--- src/rtl/byte_striping_if.sv ---
// Bus bundle for the two-lane striper: word stream in, two lane words plus status out.
interface byte_striping_if #(
  parameter int DATA_W = 32,
  parameter int CNT_W  = 8
);
  logic              valid_in;
  logic [DATA_W-1:0] data_in;
  logic [DATA_W-1:0] lane_0;
  logic              valid_0;
  logic [DATA_W-1:0] lane_1;
  logic              valid_1;
  logic              odd_pending;
  logic [CNT_W-1:0]  pair_cnt;

  modport master (
    output valid_in, data_in,
    input  lane_0, valid_0, lane_1, valid_1, odd_pending, pair_cnt
  );

  modport slave (
    input  valid_in, data_in,
    output lane_0, valid_0, lane_1, valid_1, odd_pending, pair_cnt
  );
endinterface

--- src/rtl/byte_striping.sv ---
// Transmit-side lane striper: alternates valid words onto lane_0/lane_1 and
// holds each lane word for two cycles before clearing it.
module byte_striping #(
  parameter int DATA_W = 32,
  parameter int CNT_W  = 8
) (
  input  logic            clk_2f,
  input  logic            reset_L,
  byte_striping_if.slave  bus
);

  typedef enum logic {
    LANE0 = 1'b0,
    LANE1 = 1'b1
  } state_t;

  state_t              r_ptr;
  state_t              w_ptrNext;
  logic                w_write0;
  logic                w_write1;

  logic [DATA_W-1:0]   r_lane0;
  logic [DATA_W-1:0]   r_lane1;
  logic                r_valid0;
  logic                r_valid1;
  logic                r_age0;
  logic                r_age1;
  logic [CNT_W-1:0]    r_pairCnt;

  always_ff @(posedge clk_2f or negedge reset_L) begin
    if (!reset_L) begin
      r_ptr <= LANE0;
    end else begin
      r_ptr <= w_ptrNext;
    end
  end

  always_comb begin
    w_ptrNext = r_ptr;
    w_write0  = 1'b0;
    w_write1  = 1'b0;
    case (r_ptr)
      LANE0: begin
        if (bus.valid_in) begin
          w_write0  = 1'b1;
          w_ptrNext = LANE1;
        end
      end
      LANE1: begin
        if (bus.valid_in) begin
          w_write1  = 1'b1;
          w_ptrNext = LANE0;
        end
      end
      default: w_ptrNext = LANE0;
    endcase
  end

  // A write restarts the two-cycle window; the second idle cycle clears the lane.
  always_ff @(posedge clk_2f or negedge reset_L) begin
    if (!reset_L) begin
      r_lane0  <= '0;
      r_valid0 <= 1'b0;
      r_age0   <= 1'b0;
    end else if (w_write0) begin
      r_lane0  <= bus.data_in;
      r_valid0 <= 1'b1;
      r_age0   <= 1'b0;
    end else if (!r_age0) begin
      r_age0   <= 1'b1;
    end else begin
      r_lane0  <= '0;
      r_valid0 <= 1'b0;
    end
  end

  always_ff @(posedge clk_2f or negedge reset_L) begin
    if (!reset_L) begin
      r_lane1  <= '0;
      r_valid1 <= 1'b0;
      r_age1   <= 1'b0;
    end else if (w_write1) begin
      r_lane1  <= bus.data_in;
      r_valid1 <= 1'b1;
      r_age1   <= 1'b0;
    end else if (!r_age1) begin
      r_age1   <= 1'b1;
    end else begin
      r_lane1  <= '0;
      r_valid1 <= 1'b0;
    end
  end

  // A pair completes when its lane_1 word is written.
  always_ff @(posedge clk_2f or negedge reset_L) begin
    if (!reset_L) begin
      r_pairCnt <= '0;
    end else if (w_write1) begin
      r_pairCnt <= r_pairCnt + 1'b1;
    end
  end

  assign bus.lane_0      = r_lane0;
  assign bus.valid_0     = r_valid0;
  assign bus.lane_1      = r_lane1;
  assign bus.valid_1     = r_valid1;
  assign bus.odd_pending = (r_ptr == LANE1);
  assign bus.pair_cnt    = r_pairCnt;

endmodule

--- src/flat_wrapper.sv ---
// flat-port wrapper written by rule: the top's interface ports become plain ports
module byte_striping_flat 
#(
  parameter int DATA_W = 32,
  parameter int CNT_W  = 8
)
  (clk_2f, reset_L, bus_valid_in, bus_data_in, bus_lane_0, bus_valid_0, bus_lane_1, bus_valid_1, bus_odd_pending, bus_pair_cnt);
  byte_striping_if #(.DATA_W(DATA_W), .CNT_W(CNT_W)) bus_i ();
  input  logic clk_2f;
  input  logic reset_L;
  input wire logic [$bits(bus_i.valid_in)-1:0] bus_valid_in;
  input wire logic [$bits(bus_i.data_in)-1:0] bus_data_in;
  output wire logic [$bits(bus_i.lane_0)-1:0] bus_lane_0;
  output wire logic [$bits(bus_i.valid_0)-1:0] bus_valid_0;
  output wire logic [$bits(bus_i.lane_1)-1:0] bus_lane_1;
  output wire logic [$bits(bus_i.valid_1)-1:0] bus_valid_1;
  output wire logic [$bits(bus_i.odd_pending)-1:0] bus_odd_pending;
  output wire logic [$bits(bus_i.pair_cnt)-1:0] bus_pair_cnt;
  assign bus_i.valid_in = bus_valid_in;
  assign bus_i.data_in = bus_data_in;
  assign bus_lane_0 = bus_i.lane_0;
  assign bus_valid_0 = bus_i.valid_0;
  assign bus_lane_1 = bus_i.lane_1;
  assign bus_valid_1 = bus_i.valid_1;
  assign bus_odd_pending = bus_i.odd_pending;
  assign bus_pair_cnt = bus_i.pair_cnt;
  byte_striping #(.DATA_W(DATA_W), .CNT_W(CNT_W)) u_core (.clk_2f(clk_2f), .reset_L(reset_L), .bus(bus_i));
endmodule
--- config.mk ---
export PLATFORM = sky130hd
export DESIGN_NAME = byte_striping_flat
export DESIGN_NICKNAME = d
export VERILOG_FILES = /design/src/rtl/byte_striping_if.sv /design/src/rtl/byte_striping.sv /design/src/flat_wrapper.sv
export SDC_FILE = /design/constraint.sdc
export NUM_CORES = 1
export LEC_CHECK = 0
export ABC_AREA = 1
export CORE_ASPECT_RATIO = 1.2
export CORE_UTILIZATION = 49
export DETAILED_ROUTE_END_ITERATION = 8
export PLACE_DENSITY_LB_ADDON = 0.05
export REMOVE_ABC_BUFFERS = 1
export SYNTH_ARGS = -nofsm -noshare
export SYNTH_HDL_FRONTEND = slang
export SYNTH_SLANG_ARGS = --single-unit
--- constraint.sdc ---
create_clock -name clk_2f -period 2.7 [get_ports clk_2f]
set_input_delay 0.54 -clock clk_2f [delete_from_list [all_inputs] [get_ports clk_2f]]
set_output_delay 0.54 -clock clk_2f [all_outputs]
set_load 0.02 [all_outputs]
==> impl_metrics.xml <==
<?xml version="1.0" encoding="UTF-8"?>
<metrics>
  <group name="setup_path">
    <metric name="r2r_end" unit="">u_core.bus.lane_1[0]$_DFFE_PN0P_</metric>
    <metric name="end_kind" unit="">flop</metric>
    <metric name="critPathMaxFanout" unit="">32</metric>
    <metric name="worstSetupStartpoint" unit="">bus_valid_in</metric>
    <metric name="worst-setup-path-type" unit="">in -&gt; reg</metric>
    <metric name="cp.required" unit="ps">2870</metric>
    <metric name="r2r_setup_slack" unit="ps">920</metric>
    <metric name="crit_path_top_delay_cell" unit="">sky130_fd_sc_hd__or2_2</metric>
    <metric name="crit_arrival" unit="ps">2250</metric>
    <metric name="critical_path.max_stage_delay" unit="ps">780</metric>
    <metric name="timing.critical_path.to" unit="">u_core.bus.lane_1[0]$_DFFE_PN0P_</metric>
    <metric name="worstSetupStartpointType" unit="">primary input</metric>
    <metric name="crit_chain" unit="">clkdlybuf4s50_1, ha_1, or2_2, o22ai_1</metric>
    <metric name="reg2regPathDepth" unit="">3</metric>
    <metric name="crit-reg2reg-launch" unit="">u_core.bus.odd_pending$_DFF_PN0_</metric>
  </group>
  <group name="power_and_ir_drop">
    <metric name="switching_share" unit="%">36.3</metric>
    <metric name="p_int" unit="mW">2.67</metric>
    <metric name="cellLeakagePower" unit="nW">2.10</metric>
    <metric name="total_switching_power" unit="mW">1.53</metric>
    <metric name="power.density" unit="nW/um2">916</metric>
    <metric name="irDropWorstVdd" unit="mV">0.505</metric>
    <metric name="pwr-share-clk" unit="%">20.8</metric>
    <metric name="power_frac_seq" unit="%">38.6</metric>
    <metric name="pwr-share-comb" unit="%">40.5</metric>
  </group>
  <group name="logic_synthesis">
    <metric name="yosys_warnings" unit="">0</metric>
    <metric name="yosysUniqueCellTypes" unit="">20</metric>
    <metric name="postSynthCellCount" unit="">299</metric>
    <metric name="yosys.area.top_type_share" unit="%">59.5</metric>
    <metric name="synthDominantAreaCellType" unit="">sky130_fd_sc_hd__dfrtp_1</metric>
    <metric name="netlist_area" unit="um2">3240</metric>
    <metric name="synth.top_cells.by_area" unit="">sky130_fd_sc_hd__dfrtp_1 (60%), sky130_fd_sc_hd__inv_1 (12%), sky130_fd_sc_hd__o22ai_2 (12%)</metric>
    <metric name="yosys_register_bits" unit="">77</metric>
    <metric name="avgSynthCellArea" unit="um2">10.8</metric>
    <metric name="seq_area_frac_synth" unit="%">59.5</metric>
  </group>
  <group name="sta">
    <metric name="fin_tns_setup" unit="ps">0</metric>
    <metric name="maxSlewHeadroom" unit="%">37.4</metric>
    <metric name="layout_min_cycle_time" unit="ps">2080</metric>
    <metric name="timing.final.hold_violations" unit="">0</metric>
    <metric name="fmaxAchievable" unit="MHz">480</metric>
    <metric name="finalHoldWorstSlack" unit="ps">220</metric>
    <metric name="final.period_utilization" unit="%">77.2</metric>
    <metric name="slew_viol_final" unit="">0</metric>
    <metric name="final.setup_skew" unit="ps">11.5</metric>
    <metric name="rsz_0062_raised_after_global_routing" unit="">no</metric>
    <metric name="report.final.setup_viol" unit="">0</metric>
    <metric name="tightest_slew" unit="ps">939</metric>
  </group>
  <group name="cells_and_area">
    <metric name="fin_cells" unit="">501</metric>
    <metric name="diodes" unit="">0</metric>
    <metric name="final_layout_size_suffix_gt1_share" unit="%">13.5</metric>
    <metric name="layout.cells.most_common_list" unit="">sky130_fd_sc_hd__clkdlybuf4s50_1 (108), sky130_fd_sc_hd__inv_1 (106), sky130_fd_sc_hd__dfrtp_1 (77), sky130_fd_sc_hd__o22ai_1 (34), sky130_fd_sc_hd__o22ai_2 (30)</metric>
    <metric name="layout.cell_area.non_filler" unit="um2">4590</metric>
    <metric name="layout.filler_cells" unit="">485</metric>
    <metric name="most_frequent_standard_cell_in_the_layout_excluding_fill_and_tap_cells" unit="">sky130_fd_sc_hd__clkdlybuf4s50_1</metric>
    <metric name="syn_to_final_growth" unit="%">41.7</metric>
    <metric name="final_net_count" unit="">449</metric>
  </group>
  <group name="placed_design">
    <metric name="place.gp.congestion" unit="">0.747</metric>
    <metric name="dp_hpwl" unit="um">5030</metric>
    <metric name="post_dp_cell_area" unit="um2">4390</metric>
    <metric name="portBuffers" unit="">109</metric>
    <metric name="place_inst" unit="">485</metric>
  </group>
  <group name="die">
    <metric name="die-height" unit="um">91.1</metric>
    <metric name="core_area" unit="um2">6410</metric>
    <metric name="floorplan.die_area" unit="um2">6940</metric>
    <metric name="die-width" unit="um">76.2</metric>
    <metric name="initial_util" unit="%">50.5</metric>
    <metric name="rows" unit="">32</metric>
    <metric name="num_io_pins" unit="">110</metric>
  </group>
  <group name="flow_run">
    <metric name="timing.max_cap.violations" unit="">0</metric>
  </group>
  <group name="detailed_routing">
    <metric name="wl_met3" unit="um">356</metric>
    <metric name="route.vias.total" unit="">2367</metric>
    <metric name="viasPerCell" unit="">4.72</metric>
    <metric name="detail-route-antenna-nets" unit="">0</metric>
    <metric name="wl_per_cell" unit="um">14.6</metric>
    <metric name="met2WireLength" unit="um">3710</metric>
    <metric name="drt_iter0_markers" unit="">91</metric>
    <metric name="drc" unit="">0</metric>
    <metric name="drt_wl_total" unit="um">7330</metric>
    <metric name="met1_length" unit="um">3170</metric>
    <metric name="dr.pass1.iters" unit="">6</metric>
    <metric name="top_signal_layer_used" unit="">met4</metric>
  </group>
  <group name="clock_network">
    <metric name="clk-insertion-delay-late" unit="ps">330</metric>
    <metric name="clock-sinks" unit="">77</metric>
    <metric name="clockBufferDepth" unit="">2</metric>
    <metric name="tritoncts" unit="">yes</metric>
    <metric name="root_buffer" unit="">sky130_fd_sc_hd__clkbuf_8</metric>
    <metric name="cts_resized" unit="">0</metric>
    <metric name="numCtsBuffers" unit="">9</metric>
    <metric name="holdBufCountCts" unit="">0</metric>
    <metric name="clk_pin_slew" unit="ps">80</metric>
    <metric name="cts_setup_buffers" unit="">0</metric>
    <metric name="htree_levels" unit="">3</metric>
  </group>
  <group name="worst_hold_path">
    <metric name="hold_path_class" unit="">in -&gt; async</metric>
  </group>
  <group name="global_routing">
    <metric name="antenna_found_initial" unit="">0</metric>
    <metric name="grt_residual_overflow" unit="">0</metric>
    <metric name="grt_pass1_vias" unit="">2487</metric>
    <metric name="global_route_wire_length_before_repair" unit="um">12200</metric>
    <metric name="grt_total_usage" unit="%">22.4</metric>
    <metric name="grt_start_max_net_pins" unit="">51</metric>
  </group>
  <group name="status">
    <metric name="status" unit="">finished, final reports clean</metric>
  </group>
</metrics>
state kept, by name, indices dropped and copies added (netlist names):
register,cells
u_core.bus.lane_0,32
u_core.bus.lane_1,32
u_core.bus.pair_cnt,8
u_core.bus.odd_pending,1
u_core.bus.valid_0,1
u_core.bus.valid_1,1
u_core.r_age0,1
u_core.r_age1,1
Yosys cell counts:
cell type                  count
sky130_fd_sc_hd__nor2_2        2
sky130_fd_sc_hd__buf_2         7
sky130_fd_sc_hd__o22ai_1      34
sky130_fd_sc_hd__xor2_1        3
sky130_fd_sc_hd__nor2_1        1
sky130_fd_sc_hd__or2_1         2
sky130_fd_sc_hd__buf_12        3
sky130_fd_sc_hd__nand3b_1      1
sky130_fd_sc_hd__nand2_1      19
sky130_fd_sc_hd__dfrtp_1      77
sky130_fd_sc_hd__inv_1       106
sky130_fd_sc_hd__o21ai_0       2
sky130_fd_sc_hd__nand3_1       2
sky130_fd_sc_hd__clkinv_1      1
sky130_fd_sc_hd__inv_2         1
sky130_fd_sc_hd__xnor2_1       1
sky130_fd_sc_hd__clkbuf_1      3
sky130_fd_sc_hd__ha_1          3
sky130_fd_sc_hd__buf_6         1
sky130_fd_sc_hd__o22ai_2      30
logic make-up after synthesis:
kind of cell / Yosys count / synth area share, %
buf+inv: 122 / 16.2
xor+xnor: 4 / 1.08
flops: 77 / 59.5
compound gates: 66 / 18.5
simple gates: 27 / 3.63
fa+ha+maj: 3 / 1.16
power groups by stage:
stage	combinational, mW	clock (mW)	sequential (mW)
2_1_floorplan	0.559	0	1.95
3_3_place_gp	1.67	0	1.63
3_5_place_dp	1.71	0	1.64
4_1_cts	1.72	0.887	1.62
5_1_grt	1.82	0.932	1.66
6_report	1.70	0.875	1.62
worst max-delay path, delay by kind of cell:
kind	cells	cell delay [ps]
AOI/OAI and AO/OA	1	150
adders and majority gates	1	280
buffers and inverters	1	480
and+or+nand+nor	1	780
area by class of cell:
class | instances | area (um2) | area share [%]
Clock buffer | 11 | 141 | 3.08
Clock inverter | 5 | 60.1 | 1.31
Sequential cell | 77 | 1930 | 42.0
Inverter | 108 | 405 | 8.84
Multi-Input combinational cell | 100 | 788 | 17.2
Timing Repair Buffer | 115 | 1160 | 25.3
Tap cell | 85 | 106 | 2.32
through the flow:
step | worst slack, ps | util [%] | power (mW)
detailed placement | 250 | 68.5 | 3.35
floorplan | 635 | - | 2.51
CTS | 623 | 71.6 | 4.23
global route | 497 | 71.6 | 4.41
finish | 616 | 71.6 | 4.20
global placement | 313 | 68.5 | 3.31
worst min path at each step:
stage / to / slack [ps] / cells past startpoint
after floorplan: u_core.bus.lane_0[0]$_DFFE_PN0P_ / 240 / 0
after global placement: u_core.bus.valid_0$_DFFE_PN0P_ / 440 / 1
after detailed placement: u_core.bus.valid_1$_DFFE_PN0P_ / 460 / 1
after CTS: u_core.bus.lane_0[25]$_DFFE_PN0P_ / 240 / 1
after global routing: u_core.bus.lane_0[25]$_DFFE_PN0P_ / 270 / 1
final: u_core.bus.lane_0[25]$_DFFE_PN0P_ / 220 / 1
layer usage:
layer | up-vias | GRT usage (%)
met5 | - | 0
met4 | 0 | 9.62
met3 | 6 | 5.03
met2 | 67 | 37.5
met1 | 1152 | 28.0
li1 | 1142 | -
No activity file was read; power rests on OpenSTA's default activity.
